==> config.mk <==
export PLATFORM = sky130hd
export DESIGN_NAME = vga_mode_sequencer
export DESIGN_NICKNAME = d
export VERILOG_FILES = /design/src/rtl/vga_mode_sequencer.sv
export SDC_FILE = /design/constraint.sdc
export NUM_CORES = 1
export LEC_CHECK = 0
export ABC_AREA = 1
export BUFFER_PORTS_ARGS = -buffer_cell sky130_fd_sc_hd__buf_4
export CORE_UTILIZATION = 30
export DETAILED_ROUTE_END_ITERATION = 6
export PLACE_DENSITY_LB_ADDON = 0.2
export SKIP_CTS_REPAIR_TIMING = 1
export SYNTH_ARGS = -nofsm -noshare
export SYNTH_HDL_FRONTEND = slang
export SYNTH_SLANG_ARGS = --single-unit
==> constraint.sdc <==
create_clock -name clk -period 3.02 [get_ports clk]
set_clock_uncertainty 0.1 [all_clocks]
set_input_delay 0.302 -clock clk [delete_from_list [all_inputs] [get_ports clk]]
set_output_delay 0.302 -clock clk [all_outputs]
set_load 0.005 [all_outputs]
==> src/rtl/vga_mode_sequencer.sv <==
// Frame-synchronous VGA test-pattern mode sequencer: blank / manual / auto-cycle.
// Optional auto-cycle (AUTO state, auto_req, rotation) is compiled in with `define MODE_SEQ_AUTO_EN.
module vga_mode_sequencer #(
  parameter int FRAME_HOLD = 60
) (
  input  logic       clk,
  input  logic       rst,
  input  logic       frame_start,
  input  logic [5:0] mode_req,
  input  logic       auto_req,
  output logic [5:0] mode_sel,
  output logic       mode_valid,
  output logic       conflict,
  output logic [7:0] frame_count,
  output logic       box_step
);

  if (FRAME_HOLD < 1 || FRAME_HOLD > 256) begin : g_hold_check
    $error("FRAME_HOLD out of range 1..256");
  end

`ifdef MODE_SEQ_AUTO_EN
  typedef enum logic [1:0] {BLANK, MANUAL, AUTO} state_t;
  localparam logic [7:0] HOLD_LAST = 8'(FRAME_HOLD - 1);
`else
  typedef enum logic [1:0] {BLANK, MANUAL} state_t;
  logic unused_auto_req;
  assign unused_auto_req = auto_req;
`endif

  state_t     state, state_nxt;
  logic [5:0] mode_sel_nxt;
  logic       conflict_nxt;
  logic [7:0] count_nxt;
  logic       box_nxt;
  logic       restart;
  logic [2:0] req_cnt;

  function automatic logic [2:0] popcount6(input logic [5:0] v);
    logic [2:0] n;
    n = 3'd0;
    for (int i = 0; i < 6; i++) n = n + {2'b00, v[i]};
    return n;
  endfunction

  assign req_cnt    = popcount6(mode_req);
  assign mode_valid = |mode_sel;

  // Next-state decode: everything is evaluated only on frame_start cycles.
  always_comb begin
    state_nxt    = state;
    mode_sel_nxt = mode_sel;
    conflict_nxt = conflict;
    count_nxt    = frame_count;
    box_nxt      = 1'b0;
    restart      = 1'b0;
    if (frame_start) begin
      if (req_cnt > 3'd1) begin
        state_nxt    = BLANK;
        mode_sel_nxt = 6'b000000;
        conflict_nxt = 1'b1;
      end else if (req_cnt == 3'd1) begin
        state_nxt    = MANUAL;
        mode_sel_nxt = mode_req;
        conflict_nxt = 1'b0;
`ifdef MODE_SEQ_AUTO_EN
      end else if (auto_req) begin
        conflict_nxt = 1'b0;
        state_nxt    = AUTO;
        if (state != AUTO) begin
          mode_sel_nxt = 6'b000001;
          restart      = 1'b1;
        end else if (frame_count == HOLD_LAST) begin
          mode_sel_nxt = {mode_sel[4:0], mode_sel[5]};
        end
`endif
      end else begin
        state_nxt    = BLANK;
        mode_sel_nxt = 6'b000000;
        conflict_nxt = 1'b0;
      end

      // Rotation changes mode_sel, so the mode-change clear also resets the hold counter.
      if (restart || (mode_sel_nxt != mode_sel)) count_nxt = 8'd0;
      else if (frame_count != 8'd255)            count_nxt = frame_count + 8'd1;

      box_nxt = mode_sel_nxt[5];
    end
  end

  // Register stage: all outputs update together on the sampling edge.
  always_ff @(posedge clk) begin
    if (rst) begin
      state       <= BLANK;
      mode_sel    <= 6'b000000;
      conflict    <= 1'b0;
      frame_count <= 8'd0;
      box_step    <= 1'b0;
    end else begin
      state       <= state_nxt;
      mode_sel    <= mode_sel_nxt;
      conflict    <= conflict_nxt;
      frame_count <= count_nxt;
      box_step    <= box_nxt;
    end
  end

endmodule

==> reports/summary.txt, run 1 <==
status: finished, violations left
violated checks: negative setup slack
vias in the first global route: 1069
Crit. Startpoint: mode_req[0]
Cell Area, Synth: 1070 µm²
core footprint: 3390 µm²
diodes inserted: 0
Synth top cells by count: nand2_1 (30), nand3_1 (22), inv_1 (21)
largest net degree at the start of global routing: 25
Worst Path Arrival: 3.30 ns
pre-CTS setup slack: -0.510 ns
Die H: 61.8 µm
Sinks on Clock Net: 16
Max Cap Viol: 0
full die area: 3820 µm²
Pre-Repair DR Iteration Count: 4
placed cell areas: 1450 µm²
Clock transition at path regs: 0.09 ns
Req. time, crit path: 3.12 ns
nets@finish: 226
fmax: 313 MHz
initial antenna violation count: 0
Power Dens Cells: 461 nW/µm²
root buffer cell: clkbuf_4
Reg-to-Reg End: frame_count[2]$_SDFFE_PP0P_
fraction of synthesized area in multiplexers: 0
Iter 0 DRT Violations: 43
# DRC: 0
area leader, netlist: dfxtp_1
max_slew headroom: 0.724
synthesized flop and latch total: 16
Synthesis Warnings: 0
reg2reg path depth: 12
Routed WL per cell: 11.3 µm
Area Growth Syn to Fin: 54.0%
Crit Path Class: input port to register
flop-to-flop setup slack: 0.85 ns
# setup viols final: 8
Clock Path Buffers: 2
vias per std cell: 4.58
Final Hold Viols: 0
layout cell share with drive strength beyond 1: 0.421
Compound-Gate Fraction of Synth Area: 0.0933
simple-gate share of the synthesized area: 0.419
Die W: 61.8 µm
unrepaired setup endpoints after global routing: yes
VDD IR-drop max: 238 µV
ys flop type: dfxtp_1
PortBufs: 25
Worst-Margin Slew: 0.412 ns
Slew Limit Fails: 0
CTS tree: done
Placement Rows: 21
crit share post-route: 1.06
synthesized area per cell: 6.83 µm²
min cycle time layout: 3.20 ns
Crit Path Max Fanout: 7
Synth cell types: 25
Critical Path Sink: frame_count[2]$_SDFFE_PP0P_
first-pass GRT wire length: 4300 µm
PnR worst setup slack: -0.180 ns
main combinational cell family by area after synthesis: simple AND/OR/NAND/NOR gates
Critical Path Start Type: input port
gpl congestion: 0.946
hpwl dp: 1970 µm
Synth Instances: 157
Post-Synth XOR/XNOR Area: 0.00817
post-route core utilization: 0.487
Hold Path Class: input port to register
Hold Slack: 0.104 ns
share of the synthesized area in the top cell type: 0.299
number of synthesized flops with an enable pin: 0
Adder-Cell Fraction of Synth Area: 0.0793
post-route cell area: 1650 µm²
DR vias: 1167
Design Power: 761 µW
antenna viol nets, final: 0
worst-skew pair later-pin latency: 0.29 ns
Initial Util: 0.316
Setup crit end kind: register
min-delay src: rst
CTS H-tree lvls: 1
P_leak: 0.000800 µW
total wire length: 2880 µm
gr usage total: 0.151
cts bufs inserted: 3
top post-synthesis cells by area: dfxtp_1 (30%), nand2_1 (11%), nand3_1 (10%)
# IOs: 27
post-synthesis sequential area ratio: 0.299
Remaining Overflow, GRT: 0
asr flop ratio synth: 0
Synth Net Count: 172
Reg-to-Reg Start: frame_count[0]$_SDFFE_PP0P_
top-count cell post-synth: nand2_1
-- through the flow --
step	TNS [ns]	std cells
floorplan	-1.56	157
global placement	-3.23	242
detailed placement	-3.69	242
CTS	-1.23	245
global route	-2.49	255
finish	-1.29	255
-- how the worst min path moves through the flow --
stage / endpoint / depth (start not counted)
2_1_floorplan: mode_sel[5]$_SDFFE_PP0P_ / 1
3_3_place_gp: mode_sel[5]$_SDFFE_PP0P_ / 2
3_5_place_dp: box_step$_SDFF_PP0_ / 2
4_1_cts: box_step$_SDFF_PP0_ / 2
5_1_grt: box_step$_SDFF_PP0_ / 2
6_report: mode_sel[5]$_SDFFE_PP0P_ / 2
-- registers in the layout, indices dropped and copies added (netlist names) --
| name | flops |
|---|---|
| conflict | 1 |
| box_step | 1 |
| mode_sel | 6 |
| frame_count | 8 |
-- layout by cell type, fill, tap and decap left out --
cell type	count
a31oi_1	1
inv_2	3
o21bai_1	1
inv_8	1
xor2_1	1
buf_6	4
nand3b_1	2
o21ai_0	7
nor3_1	1
ha_1	1
nor2_8	2
nor4_1	1
buf_4	46
dfxtp_1	16
nor2_1	14
inv_4	1
fa_2	1
nand2_4	2
or2_2	1
a21oi_4	1
nand3_4	2
and2_1	1
fa_1	2
inv_1	19
a21oi_1	7
nand2_2	5
nand2_1	29
clkinv_1	2
nor2_2	4
nand3_1	12
nand4_1	4
nand3_2	10
clkbuf_4	3
buf_8	1
ha_2	1
-- cells by family (layout without fill, tap and decap cells) --
kind of cell / after synthesis / in the layout
buffers and inverters: 29 / 80
flip-flops: 16 / 16
XOR/XNOR: 1 / 1
AND/OR/NAND/NOR: 89 / 90
adder cells (fa/ha/maj): 5 / 5
AO/OA/AOI/OAI: 17 / 17
-- metal layers --
layer,GRT usage,vias to the layer above,share of wire
met4,0.0381,0,0.013
met2,0.272,18,0.52
met5,0,-,0
li1,-,612,-
met3,0.0373,5,0.033
met1,0.180,532,0.43
-- where the power goes --
| group | leakage [µW] | internal, µW | total (µW) | switching, µW |
|---|---|---|---|---|
| sequential | 0.000131 | 225 | 240 | 15.4 |
| combinational | 0.000655 | 208 | 406 | 198 |
| clock | 0.0000138 | 46.5 | 115 | 68.7 |
-- critical path: stages --
cell and delay [ns]:
buf_8 0.09, inv_8 0.03, fa_1 0.54, fa_1 0.41, inv_1 0.07, ha_2 0.16, inv_2 0.03, fa_2 0.58
nand2_4 0.08, nor2_8 0.13, nand2_2 0.07, nand2_2 0.06, nand2_2 0.05, a21oi_4 0.15, buf_4 0.14, nand3_4 0.11
nand2_4 0.10, inv_4 0.05, nor2_2 0.08, nor2_1 0.05
-- layout make-up --
cell class	count	area, µm²
Inverter	26	108
Sequential cell	16	320
Tap cell	46	57.6
Timing Repair Buffer	51	405
Multi-Input combinational cell	113	738
Clock buffer	3	22.5
Fill cell	338	1740
(Power assumes the default switching activity.)
==> run 2, diff against run 1 <==
--- a/config.mk
+++ b/config.mk
@@ -7,6 +7,8 @@
 export LEC_CHECK = 0
 export ABC_AREA = 1
 export BUFFER_PORTS_ARGS = -buffer_cell sky130_fd_sc_hd__buf_4
+export CELL_PAD_IN_SITES_DETAIL_PLACEMENT = 0
+export CELL_PAD_IN_SITES_GLOBAL_PLACEMENT = 1
 export CORE_UTILIZATION = 30
 export DETAILED_ROUTE_END_ITERATION = 6
 export PLACE_DENSITY_LB_ADDON = 0.2
==> run 2 against run 1 <==
- the flow still finishes with violations (negative setup slack)
- fmax is 0.21% higher
- core utilization down 2.1 points
- total power down 6.8%
- global-route usage is 0.23 points higher
- clock power barely moved
- final cell count shrank 3.5%
- largest power group unchanged
==> reports/summary.txt, run 2 (synthesis gave the netlist of run 1 again) <==
status: finished, violations left (unchanged)
violated checks: negative setup slack (unchanged)
commonest cells after routing, fill and taps aside: buf_4 (38), nand2_1 (27), inv_1 (17) (was buf_4 (46), nand2_1 (29), inv_1 (19))
Die W: 61.8 µm (unchanged)
crit share post-route: 1.06 (about the same)
crit-path cells: buf_8 -> inv_8 -> fa_1 -> fa_1 -> inv_1 -> ha_2 -> inv_2 -> fa_2 -> nand2_4 -> nor2_8 -> nand2_4 -> nand2_2 -> nand2_2 -> a21oi_4 -> nand3_4 -> nand2_4 -> inv_6 -> nor2_1 -> nor2_1 (was buf_8 -> inv_8 -> fa_1 -> fa_1 -> inv_1 -> ha_2 -> inv_2 -> fa_2 -> nand2_4 -> nor2_8 -> nand2_2 -> nand2_2 -> nand2_2 -> a21oi_4 -> buf_4 -> nand3_4 -> nand2_4 -> inv_4 -> nor2_2 -> nor2_1)
hpwl dp: 2050 µm (was 1970 µm)
Power Dens Cells: 449 nW/µm² (was 461 nW/µm²)
Setup crit end kind: register (unchanged)
max reg flops: 8 (unchanged)
Routed WL per cell: 11.2 µm (was 11.3 µm)
Clock transition at path regs: 0.09 ns (about the same)
Clock Path Buffers: 2 (unchanged)
CTS tree: done (unchanged)
Pre-Repair DR Iteration Count: 4 (unchanged)
initial antenna violation count: 0 (unchanged)
clock power share: 0.161 (was 0.151)
layout cell share with drive strength beyond 1: 0.400 (was 0.421)
nets@finish: 217 (was 226)
Die H: 61.8 µm (unchanged)
full die area: 3820 µm² (unchanged)
total wire length: 2740 µm (was 2880 µm)
max_slew headroom: 0.755 (was 0.724)
Hold Path Class: input port to register (unchanged)
worst path bufs/invs: 5 (was 6)
fmax: 313 MHz (about the same)
first-pass GRT wire length: 4350 µm (was 4300 µm)
Layout Cells excl Fill: 246 (was 255)
diodes inserted: 0 (unchanged)
delay-heaviest family, CP: adder cells (unchanged)
Req. time, crit path: 3.11 ns (was 3.12 ns)
placed cells: 241 (was 242)
Critical Path Start Type: input port (unchanged)
gpl congestion: 0.778 (was 0.946)
Remaining Overflow, GRT: 0 (unchanged)
Initial Util: 0.316 (unchanged)
unrepaired setup endpoints after global routing: yes (unchanged)
PnR worst setup slack: -0.173 ns (was -0.180 ns)
Slew Limit Fails: 0 (unchanged)
VDD IR-drop max: 204 µV (was 238 µV)
most common cell after layout, fill and taps aside: buf_4 (unchanged)
CP peak stage delay: 0.58 ns (about the same)
Placement Rows: 21 (unchanged)
Post-Route Setup TNS: -1.14 ns (was -1.29 ns)
Crit. Startpoint: mode_req[0] (unchanged)
Sinks on Clock Net: 16 (unchanged)
Reg with most FFs: frame_count (unchanged)
P_leak: 0.000754 µW (was 0.000800 µW)
vias in the first global route: 1033 (was 1069)
Reg-to-Reg Start: frame_count[0]$_SDFFE_PP0P_ (unchanged)
worst-skew pair later-pin latency: 0.29 ns (about the same)
Net Switching: 267 µW (was 282 µW)
cts bufs inserted: 3 (unchanged)
Iter 0 DRT Violations: 40 (was 43)
most used cell, CP: nand2_4 (was nand2_2)
Reg power frac: 0.340 (was 0.315)
root buffer cell: clkbuf_4 (unchanged)
Design Power: 709 µW (was 761 µW)
# DRC: 0 (unchanged)
DR vias: 1132 (was 1167)
CTS H-tree lvls: 1 (unchanged)
Worst path slowest cell: fa_2 (unchanged)
PortBufs: 25 (unchanged)
Crit Path Class: input port to register (unchanged)
Worst Path Arrival: 3.29 ns (was 3.30 ns)
Area Growth Syn to Fin: 47.4% (was 54.0%)
largest net degree at the start of global routing: 25 (unchanged)
vias per std cell: 4.60 (was 4.58)
min-delay src: rst (unchanged)
Max Cap Viol: 0 (unchanged)
Final Hold Viols: 0 (unchanged)
logic gate share of total power: 0.499 (was 0.533)
min cycle time layout: 3.19 ns (was 3.20 ns)
Crit Path Max Fanout: 7 (unchanged)
antenna viol nets, final: 0 (unchanged)
internal power: 443 µW (was 479 µW)
# IOs: 27 (unchanged)
biggest regs: frame_count (8), mode_sel (6) (unchanged)
gr usage total: 0.154 (was 0.151)
switch share: 0.376 (was 0.371)
core footprint: 3390 µm² (unchanged)
# setup viols final: 8 (unchanged)
Worst-Margin Slew: 0.367 ns (was 0.412 ns)
-- run 2: changes by cell type in the layout (fill, tap and decap cells not counted), sizes merged --
cell and delta:
buf -9
-- run 2: routing by layer --
layer  vias to the layer above  global-route usage  wire length, µm
met5                         -                   0                0
met4                         0              0.0222               12
met3                         2              0.0455              115
met2                        25               0.260             1310
met1                       512               0.198             1300
li1                        593                   -                -
-- run 2: final timing paths --
check / slack, ns / depth (start not counted) / endpoint
worst min-delay path: 0.11 / 2 / mode_sel[5]$_SDFFE_PP0P_
worst max-delay path: -0.17 / 19 / frame_count[4]$_SDFFE_PP0P_
worst min register to register: 0.44 / 2 / mode_sel[5]$_SDFFE_PP0P_
worst max register to register: 0.89 / 12 / frame_count[4]$_SDFFE_PP0P_
-- run 2: worst reg2reg max path, delay by kind of cell, from the launching register on --
kind	cells	cell delay (ns)
adders and majority gates	1	0.20
and+or+nand+nor	9	1.16
buffers and inverters	2	0.11
DFF	1	0.45
-- run 2: power by group through the flow --
| stage | Combinational [µW] | Clock (µW) | Sequential, µW |
|---|---|---|---|
| 3_5_place_dp | 310 | 0 | 245 |
| 5_1_grt | 389 | 127 | 244 |
| 4_1_cts | 311 | 119 | 240 |
| 3_3_place_gp | 307 | 0 | 244 |
| 6_report | 354 | 114 | 241 |
| 2_1_floorplan | 191 | 0 | 242 |
-- run 2: cell type report --
type                       instances  area (µm²)
inverter                          26         110
clock buffer                       3        22.5
multi-input combinational        113         736
sequential                        16         320
tap                               46        57.6
fill                             368        1810
timing repair buffer              42         334
-- run 2: metrics by stage --
stage,hold slack [ns],util,instance area (µm²),setup WS (ns)
2_1_floorplan,0.271,-,1090,-0.220
3_3_place_gp,0.408,0.427,1450,-0.469
3_5_place_dp,0.412,0.427,1450,-0.489
4_1_cts,0.0976,0.433,1470,-0.175
5_1_grt,0.107,0.466,1580,-0.334
6_report,0.108,0.466,1580,-0.173
